**src/rtl/frame_lock_monitor.sv**
```systemverilog
// rtl/frame_lock_monitor.sv - frame-lock FSM driven by match / not_match pulses
// Tracks hunt/confirm/locked/flywheel, emits lock events and saturating statistics.
module frame_lock_monitor #(
  parameter int unsigned LOCK_CNT   = 3,
  parameter int unsigned UNLOCK_CNT = 2,
  parameter int unsigned CNT_W      = 16
) (
  input  logic             clk,
  input  logic             rst_n,
  input  logic             match,
  input  logic             not_match,
  input  logic             clr,
  output logic             locked,
  output logic             lock_acq,
  output logic             lock_lost,
  output logic [1:0]       state,
  output logic [CNT_W-1:0] match_cnt,
  output logic [CNT_W-1:0] miss_cnt,
  output logic             proto_err
);

  typedef enum logic [1:0] {
    ST_HUNT     = 2'd0,
    ST_CONFIRM  = 2'd1,
    ST_LOCKED   = 2'd2,
    ST_FLYWHEEL = 2'd3
  } state_t;

  localparam logic [3:0]       LOCK_N   = 4'(LOCK_CNT);
  localparam logic [3:0]       UNLOCK_N = 4'(UNLOCK_CNT);
  localparam logic [CNT_W-1:0] CNT_MAX  = {CNT_W{1'b1}};

  state_t           state_q, state_d;
  logic [3:0]       run_q, run_d;
  logic             locked_q, locked_d;
  logic             lock_acq_q, lock_acq_d;
  logic             lock_lost_q, lock_lost_d;
  logic [CNT_W-1:0] match_cnt_q, match_cnt_d;
  logic [CNT_W-1:0] miss_cnt_q, miss_cnt_d;
  logic             proto_err_q, proto_err_d;

  logic       ev_m;
  logic       ev_x;
  logic [3:0] run_inc;

  // A coincident match/not_match is resolved as a mismatch.
  assign ev_m    = match & ~not_match;
  assign ev_x    = not_match;
  assign run_inc = run_q + 4'd1;

  always_comb begin
    state_d     = state_q;
    run_d       = run_q;
    lock_acq_d  = 1'b0;
    lock_lost_d = 1'b0;
    case (state_q)
      ST_HUNT: begin
        if (ev_m) begin
          if (LOCK_N == 4'd1) begin
            state_d    = ST_LOCKED;
            lock_acq_d = 1'b1;
            run_d      = 4'd0;
          end else begin
            state_d = ST_CONFIRM;
            run_d   = 4'd1;
          end
        end else if (ev_x) begin
          run_d = 4'd0;
        end
      end
      ST_CONFIRM: begin
        if (ev_m) begin
          if (run_inc == LOCK_N) begin
            state_d    = ST_LOCKED;
            lock_acq_d = 1'b1;
            run_d      = 4'd0;
          end else begin
            run_d = run_inc;
          end
        end else if (ev_x) begin
          state_d = ST_HUNT;
          run_d   = 4'd0;
        end
      end
      ST_LOCKED: begin
        if (ev_x) begin
          if (UNLOCK_N == 4'd1) begin
            state_d     = ST_HUNT;
            lock_lost_d = 1'b1;
            run_d       = 4'd0;
          end else begin
            state_d = ST_FLYWHEEL;
            run_d   = 4'd1;
          end
        end
      end
      ST_FLYWHEEL: begin
        if (ev_m) begin
          state_d = ST_LOCKED;
          run_d   = 4'd0;
        end else if (ev_x) begin
          if (run_inc == UNLOCK_N) begin
            state_d     = ST_HUNT;
            lock_lost_d = 1'b1;
            run_d       = 4'd0;
          end else begin
            run_d = run_inc;
          end
        end
      end
      default: begin
        state_d = ST_HUNT;
        run_d   = 4'd0;
      end
    endcase

    locked_d = (state_d == ST_LOCKED) || (state_d == ST_FLYWHEEL);

    // clr wins over a same-cycle increment or protocol error.
    match_cnt_d = match_cnt_q;
    miss_cnt_d  = miss_cnt_q;
    proto_err_d = proto_err_q | (match & not_match);
    if (clr) begin
      match_cnt_d = '0;
      miss_cnt_d  = '0;
      proto_err_d = 1'b0;
    end else begin
      if (ev_m && match_cnt_q != CNT_MAX) match_cnt_d = match_cnt_q + 1'b1;
      if (ev_x && miss_cnt_q != CNT_MAX)  miss_cnt_d  = miss_cnt_q + 1'b1;
    end
  end

  always_ff @(posedge clk or negedge rst_n) begin
    if (!rst_n) begin
      state_q     <= ST_HUNT;
      run_q       <= 4'd0;
      locked_q    <= 1'b0;
      lock_acq_q  <= 1'b0;
      lock_lost_q <= 1'b0;
      match_cnt_q <= '0;
      miss_cnt_q  <= '0;
      proto_err_q <= 1'b0;
    end else begin
      state_q     <= state_d;
      run_q       <= run_d;
      locked_q    <= locked_d;
      lock_acq_q  <= lock_acq_d;
      lock_lost_q <= lock_lost_d;
      match_cnt_q <= match_cnt_d;
      miss_cnt_q  <= miss_cnt_d;
      proto_err_q <= proto_err_d;
    end
  end

  assign state     = state_q;
  assign locked    = locked_q;
  assign lock_acq  = lock_acq_q;
  assign lock_lost = lock_lost_q;
  assign match_cnt = match_cnt_q;
  assign miss_cnt  = miss_cnt_q;
  assign proto_err = proto_err_q;

endmodule
```
**config.mk**
```make
export PLATFORM = sky130hd
export DESIGN_NAME = frame_lock_monitor
export DESIGN_NICKNAME = d
export VERILOG_FILES = /design/src/rtl/frame_lock_monitor.sv
export SDC_FILE = /design/constraint.sdc
export NUM_CORES = 1
export LEC_CHECK = 0
export CELL_PAD_IN_SITES_DETAIL_PLACEMENT = 1
export CELL_PAD_IN_SITES_GLOBAL_PLACEMENT = 1
export CORE_MARGIN = 2
export CORE_UTILIZATION = 35
export DETAILED_ROUTE_END_ITERATION = 6
export DONT_BUFFER_PORTS = 1
export GPL_TIMING_DRIVEN = 0
export MAX_ROUTING_LAYER = met4
export PLACE_DENSITY = 0.62
export SLEW_MARGIN = 25
export SYNTH_ARGS = -nofsm -noshare
export SYNTH_HDL_FRONTEND = slang
export SYNTH_SLANG_ARGS = --single-unit
```
**constraint.sdc**
```tcl
create_clock -name clk -period 2.05 [get_ports clk]
set_clock_uncertainty 0.1 [all_clocks]
set_input_delay 0.41 -clock clk [delete_from_list [all_inputs] [get_ports clk]]
set_output_delay 0.41 -clock clk [all_outputs]
set_load 0.02 [all_outputs]
```
Yosys cells after proc, flatten, opt, wreduce, memory -nomap -nowiden
Cells that the tools add are included.
{"block": "totals", "output_inout_bits": 38, "elab_cells": 63, "reg_bits": 42, "inputBits": 5}
{"block": "classes", "n_eq_ne": 11, "reduce_logical": 7, "add_sub_neg": 3, "bitwise_logic": 4, "mux": 30}
{"cell": "16-bit two-way mux", "n": 4}
{"cell": "16-bit by 1-bit adder with 16-bit output (second input constant)", "n": 2}
{"cell": "4-bit two-way mux", "n": 8}
{"cell": "16-bit != test (second input constant)", "n": 2}
{"cell": "2-bit two-way mux", "n": 8}
{"cell": "4-bit one-hot mux with 4 select lines", "n": 1}
{"cell": "2-bit equality test (second input constant)", "n": 4}
{"cell": "4-bit by 2-bit equality test with 1-bit output (second input constant)", "n": 2}
{"cell": "1-bit two-way mux", "n": 8}
{"cell": "2-bit one-hot mux with 4 select lines", "n": 1}
{"cell": "4-bit by 1-bit adder with 4-bit output (second input constant)", "n": 1}
{"cell": "2-bit nonzero test", "n": 2}
{"cell": "3-bit != test (second input constant)", "n": 1}
{"cell": "1-bit bitwise AND", "n": 2}
{"cell": "2-bit by 1-bit equality test with 1-bit output (second input constant)", "n": 1}
{"cell": "1-bit logical AND", "n": 2}
{"cell": "2-bit logical NOT", "n": 1}
{"cell": "2-bit != test (second input constant)", "n": 1}
{"cell": "2-bit AND reduction", "n": 1}
{"cell": "1-bit logical OR", "n": 1}
{"cell": "1-bit NOT", "n": 1}
{"cell": "1-bit bitwise OR", "n": 1}

Longest topological paths before layout
Gate-level depths: netlist of run 1.
{"block": "logic_depth", "word_depth": 8, "depth_mapped": 6, "mapped_depth_nobuf": 5}

Least setup slack after synthesis of run 1
Ideal clock, no wire load.
{"block": "synth_timing", "path_type": "flip-flop to flip-flop", "startpoint": "register match_cnt_q[2], in the netlist match_cnt[2]", "endpoint": "register match_cnt_q[14], in the netlist match_cnt[14]", "n_path_buf": 0, "setup_ps": 125, "t_required_ps": 1825, "period_less_slack_ps": 1988, "slack_ps": 62, "arrival_ps": 1763, "path_stages_with_launch": 5, "path_cell_list": "dfrtp_1 -> nand4_2 -> or3_4 -> nor4_1 -> mux2_2"}
{"block": "synth_via", "elab_chain_cells": 3, "elab_cells_between_ends": 6, "cone_classes": "add/sub (1); eq/ne (1); mux (2); reduce/logical (2)"}
{"element": "from (decl)", "line_no": "38", "rtl": "logic [CNT_W-1:0] match_cnt_q, match_cnt_d;"}
{"element": "from (signal assigned)", "line_no": "149", "rtl": "match_cnt_q <= match_cnt_d;"}
{"element": "16-bit by 1-bit adder with 16-bit output or 16-bit != test (tied branches)", "line_no": "128", "rtl": "if (ev_m && match_cnt_q != CNT_MAX) match_cnt_d = match_cnt_q + 1'b1;"}
{"element": "16-bit two-way mux or 1-bit logical AND (tied branches)", "line_no": "128"}
{"element": "16-bit two-way mux or 2-bit nonzero test (tied branches)"}
Parallel ways exist; a longest one is shown, timed or not. The select of a mux whose other input is x is not followed.
A chain may end at the register's enable or synchronous reset.

Worst setup path after layout of run 1
{"block": "layout_timing", "startpoint": "register match_cnt_q[7], in the netlist match_cnt[7]", "endpoint": "register match_cnt_q[14], in the netlist match_cnt[14]"}
The elaborated chain is that of the path after synthesis.

==> results.py, run 1 <==
metrics = {
    "run_status": {
        "outcome": "completed",
    },
    "floorplan": {
        "die_width_um": 89.29,
        "start_util_pct": 35.68,
        "core_area_um2": 7137,
        "top_level_ports": 43,
        "rows": 31,
        "dieArea_um2": 7973,
        "die_h_um": 89.29,
    },
    "synthesis": {
        "yosys-top-cells-area": "dfrtp_1 (40%), mux2_2 (7.5%), nor2b_1 (4.9%)",
        "syn_inst": 281,
        "seq_area_frac_synth_pct": 40.29,
        "yosysMostFrequentCell": "dfrtp_1",
        "syn_nets": 291,
        "async_reset_ff_share_pct": 100.0,
        "netlist.area_leader.share_pct": 40.29,
        "synth.distinct_cells": 46,
        "yosysTopAreaCell": "dfrtp_1",
        "synth-edff-count": 0,
        "synthTopCellsByCount": "dfrtp_1 (41), nor2_1 (28), a21oi_1 (24)",
        "syn_area_um2": 2546,
        "dominantRegCellSynth": "dfrtp_1",
        "yosysWarnings": 0,
        "ys_ff_latch": 41,
        "syn_area_per_cell_um2": 9.061,
    },
    "setup_path": {
        "worst_r2r_endpoint": "match_cnt[14]",
        "rrSetupSlack_ns": 0.04,
        "cp_slowest_cell": "dfrtp_1",
        "path_buf_inv": 0,
        "cp-start-kind": "flop",
        "required_ns": 2.14,
        "r2r-start": "match_cnt[7]",
        "critPathArrivalTime_ns": 2.11,
        "path_cells": "nand2_1 > or3_4 > nor4_2 > mux2_2",
        "startpoint": "match_cnt[7]",
        "crit_family": "simple AND/OR/NAND/NOR gates",
        "reg2reg_depth": 4,
        "critical_path_peak_fanout": 6,
        "max_stage_delay_ns": 0.53,
        "crit_path_end_kind": "flop",
        "critical_path_class": "reg2reg",
    },
    "min_path": {
        "min_to": "proto_err",
        "worstHoldPathType": "in2reg",
        "min_from": "match",
        "hold_depth": 2,
    },
    "cells_and_area": {
        "syn_to_final_growth_pct": 14.84,
        "n_antenna_cell": 0,
        "fin_nets": 305,
        "instances_no_fill": 395,
        "drive_above_1_share_pct": 21.28,
    },
    "route": {
        "vias": 2240,
        "vias_per_cell": 5.671,
        "drt_iter0_drc": 126,
        "wl_per_cell_um": 18.04,
        "drc_errors": 0,
        "routed_wl_um": 7126,
        "ant_nets": 0,
        "drtPass1Iterations": 4,
    },
    "global_route": {
        "grt_use_total_pct": 19.51,
        "grt_start_max_net_pins": 42,
        "antenna_found_initial": 0,
        "grt_pass1_wl_um": 11680,
        "overflow": 0,
        "grt_pass1_vias": 2231,
    },
    "sta": {
        "period_needed_ns": 2.015,
        "slew_headroom_pct": 58.29,
        "maxSlewViolCount": 0,
        "tightest_slew_ns": 0.6256,
        "fin_ws_ns": 0.03527,
        "hold_violations": 0,
        "fmax_ghz": 0.4963,
        "final.period_utilization_pct": 98.28,
        "rsz0062_at_grt": "yes",
        "finalSetupViolCount": 0,
    },
    "power_and_ir_drop": {
        "clockPowerShare_pct": 27.7,
        "p_int_uw": 1275,
        "power.density_nw_per_um2": 665.2,
        "p_sw_uw": 669.9,
        "p_total_uw": 1945,
        "switching_share_pct": 34.44,
        "p_seq_share_pct": 49.2,
        "combPwrFrac_pct": 23.1,
        "peakVddDrop_v": 0.0004442,
        "p_leak_uw": 0.001154,
    },
    "placement": {
        "dp.cells": 380,
        "pre_cts_slack_ns": -0.2614,
        "port_buffers": 0,
        "place_congestion": 0.7732,
        "dp_hpwl_um": 4918,
    },
    "clock_network": {
        "clock_latency_ns": 0.30,
        "cts_tree": "done",
        "cts_sinks": 41,
        "max-clock-path-buffers": 2,
        "cts.root.buffer_cell": "clkbuf_8",
        "cts.htree.levels": 2,
        "clk_pin_slew_ns": 0.09,
        "numCtsBuffers": 5,
    },
    "flow_run": {
        "maxCapViolations": 0,
    },
}
==> cell type report <==
class                   count  area [um2]
fillers                   844        4213
clock buffers               6       72.57
clock inverters             2       10.01
flip-flops and latches     41        1047
plain buffers              12       48.80
multi-input cells         219        1509
repair buffers              8       82.58
inverters                   8       30.03
well taps                  99       123.9
==> stage by stage <==
stage                     util (%)  area (um2)  hold slack (ns)  setup TNS [ns]
after CTS                    39.67        2831           0.1621               0
after floorplan                  -        2546          0.01441               0
after detailed placement     37.41        2670          0.01586          -1.545
after global routing         40.97        2924           0.1618         -0.2139
after global placement       37.41        2670          0.01556          -1.229
final                        40.97        2924           0.1690               0
==> worst reg2reg max path: cells and delay by family (launching register included) <==
kind          cells  cell delay (ns)
simple gates      3             0.92
flops             1             0.53
mux               1             0.36
==> what timing repair did <==
action                     CTS  global route
setup endpoints to repair   17            21
gates resized for setup     14            17
buffers inserted             0             6
pin swaps                    0             2
hold buffers                 2             0
hold endpoints to repair    41             0
==> state kept, by name (all words and copies together), names as in the netlist <==
name	count
lock_lost	1
miss_cnt	16
state	1
locked	1
lock_acq	1
match_cnt	16
proto_err	1
run_q	4
==> power groups by stage <==
stage	Clock, uW	Sequential, uW	Combinational [uW]
final	539	957	450
after global routing	597	968	505
after CTS	569	957	442
after detailed placement	0	973	408
after global placement	0	973	399
after floorplan	0	951	321
==> logic make-up after synthesis <==
group | Yosys count | synth area share, %
simple gates | 131 | 29.24
fa+ha+maj | 5 | 2.457
compound gates | 60 | 14.99
mux | 21 | 9.091
xor+xnor | 2 | 0.6881
flops | 41 | 40.29
buf+inv | 21 | 3.243
==> layout by cell type, fill, tap and decap left out, types with 7 or more instances in the layout <==
master / n
mux2_2: 17
o31ai_1: 8
dfrtp_1: 24
nor2b_1: 20
a21oi_1: 24
dfrtp_2: 17
buf_4: 7
nand4_1: 7
nand2b_1: 7
o21ai_0: 7
nor2_1: 26
inv_1: 8
nand3_1: 13
clkbuf_1: 12
nand2_1: 15
==> routing by layer <==
metal / part of all wire [%] / vias up / global-route usage [%]
met3: 4.0 / 5 / 4.524
met1: 48 / 1135 / 26.57
li1: - / 1061 / -
met2: 48 / 39 / 30.03
met5: 0 / - / -
met4: 0.53 / 0 / 3.528
==> worst max-delay path by stage <==
stage                    endpoint  cells past startpoint
floorplan           match_cnt[14]                      4
global placement     match_cnt[0]                      4
detailed placement   match_cnt[0]                      4
CTS                 match_cnt[14]                      4
global route          miss_cnt[5]                      4
finish              match_cnt[14]                      4
No activity file was read; power rests on OpenSTA's default activity.
==> run 2, diff against run 1 <==
--- a/config.mk
+++ b/config.mk
@@ -13,7 +13,7 @@
 export DONT_BUFFER_PORTS = 1
 export GPL_TIMING_DRIVEN = 0
 export MAX_ROUTING_LAYER = met4
-export PLACE_DENSITY = 0.62
+export PLACE_DENSITY = 0.64
 export SLEW_MARGIN = 25
 export SYNTH_ARGS = -nofsm -noshare
 export SYNTH_HDL_FRONTEND = slang
==> constraint.sdc (replaced) <==
create_clock -name clk -period 1.6 [get_ports clk]
set_clock_uncertainty 0.1 [all_clocks]
set_input_delay 0.32 -clock clk [delete_from_list [all_inputs] [get_ports clk]]
set_output_delay 0.32 -clock clk [all_outputs]
set_load 0.02 [all_outputs]
==> results.py, run 2 (synthesis results as in run 1) <==
metrics = {
    "clock_network": {
        "numCtsBuffers": 5,
        "clk_pin_slew_ns": 0.09,
        "cts_sinks": 41,
        "clock_latency_ns": 0.30,
        "cts_tree": "done",
        "cts.root.buffer_cell": "clkbuf_8",
        "cts.htree.levels": 2,
        "max-clock-path-buffers": 2,
    },
    "run_status": {
        "violations": "negative setup slack",
        "outcome": "complete, but fails checks",
    },
    "cells_and_area": {
        "final_common_cell": "dfrtp_2",
        "fin_nets": 333,
        "n_antenna_cell": 0,
        "final_cell_mix": "dfrtp_2 (35), nor2_1 (22), nor2b_1 (19)",
        "final_core_util_pct": 52.24,
        "instances_no_fill": 423,
        "syn_to_final_growth_pct": 46.44,
        "fillerInstances": 797,
        "drive_above_1_share_pct": 53.40,
    },
    "sta": {
        "finalSetupViolCount": 32,
        "maxSlewViolCount": 0,
        "final.period_utilization_pct": 115.9,
        "fmax_ghz": 0.5391,
        "rsz0062_at_grt": "yes",
        "fin_ws_ns": -0.2551,
        "period_needed_ns": 1.855,
        "tightest_slew_ns": 0.6822,
        "hold_violations": 0,
        "slew_headroom_pct": 54.52,
    },
    "floorplan": {
        "top_level_ports": 43,
        "die_width_um": 89.29,
        "rows": 31,
        "die_h_um": 89.29,
        "start_util_pct": 35.68,
        "dieArea_um2": 7973,
        "core_area_um2": 7137,
    },
    "flow_run": {
        "maxCapViolations": 0,
    },
    "route": {
        "vias_per_cell": 5.707,
        "ant_nets": 0,
        "routed_wl_um": 8371,
        "vias": 2414,
        "drt_iter0_drc": 66,
        "drc_errors": 0,
        "wl_per_cell_um": 19.79,
        "drtPass1Iterations": 4,
    },
    "setup_path": {
        "cp-start-kind": "flop",
        "critical_path_peak_fanout": 8,
        "crit_path_end_kind": "flop",
        "required_ns": 1.73,
        "critPathArrivalTime_ns": 1.98,
        "critical_path_class": "reg2reg",
    },
    "power_and_ir_drop": {
        "peakVddDrop_v": 0.0004684,
        "power.density_nw_per_um2": 765.3,
        "p_leak_uw": 0.001398,
    },
    "placement": {
        "place_congestion": 0.7684,
        "dp_hpwl_um": 4942,
        "port_buffers": 0,
        "dp.cells": 380,
    },
    "global_route": {
        "grt_use_total_pct": 21.79,
        "overflow": 0,
        "grt_pass1_vias": 2419,
        "grt_start_max_net_pins": 42,
        "grt.busiest_layer": "met2",
        "gr-usage-met3_pct": 3.601,
        "use_met2_pct": 36.63,
        "antenna_found_initial": 0,
        "grt_pass1_wl_um": 12830,
        "grt_use_met1_pct": 27.47,
    },
    "min_path": {
        "worstHoldPathType": "in2reg",
    },
}
run 2: routing by layer:
metal / share of wire, % / up-vias
met3: 2.4 / 6
li1: - / 1120
met5: 0 / -
met1: 44 / 1255
met4: 0.85 / 0
met2: 53 / 33
run 2: layout make-up:
type / instances / area (um2) / area share [%]
multi-input combinational: 219 / 1964 / 52.68
sequential: 41 / 1070 / 28.69
timing repair buffer: 37 / 389.1 / 10.44
tap: 99 / 123.9 / 3.322
clock buffer: 8 / 90.09 / 2.416
buffer: 11 / 61.31 / 1.644
inverter: 8 / 30.03 / 0.8054
run 2: final timing paths:
path | start | to | slack [ns] | depth (start not counted)
setup reg to reg | match_cnt[2] | match_cnt[13] | -0.26 | 4
setup / recovery | match_cnt[2] | match_cnt[13] | -0.26 | 4
hold / removal | clr | miss_cnt[8] | 0.08 | 2
hold reg to reg | proto_err | proto_err | 0.55 | 2
min in group asynchronous | rst_n | match_cnt[15] | 0.41 | 2
max in group asynchronous | rst_n | miss_cnt[2] | 0.74 | 2
run 2: timing repair:
action,CTS,global route
pin swaps,28,20
hold buffers,2,0
setup endpoints to repair,35,40
gates resized for setup,61,46
setup buffers,29,6
hold endpoints to repair,41,0
run 2: power by group:
group | switching (uW) | internal [uW]
Sequential | 163 | 1100
Clock | 390 | 353
Combinational | 420 | 424
Total | 973 | 1880
run 2: per-stage QoR:
step | setup slack, ns | total power, uW | instance area (um2) | setup TNS, ns | hold WS (ns)
detailed placement | -0.5415 | 1891 | 2882 | -8.242 | -0.07426
finish | -0.2551 | 2853 | 3729 | -3.935 | 0.07857
global placement | -0.5569 | 1875 | 2882 | -7.931 | -0.07442
global route | -0.2901 | 3023 | 3729 | -6.105 | 0.07500
CTS | -0.3039 | 2773 | 3465 | -3.520 | 0.08244
floorplan | -0.2283 | 1748 | 2758 | -1.267 | -0.07559
run 2: critical path, cell delays in order (launching register included):
cell	delay, ns
dfrtp_2	0.52
nand4_4	0.13
or3_4	0.39
or4_4	0.50
a21oi_2	0.13
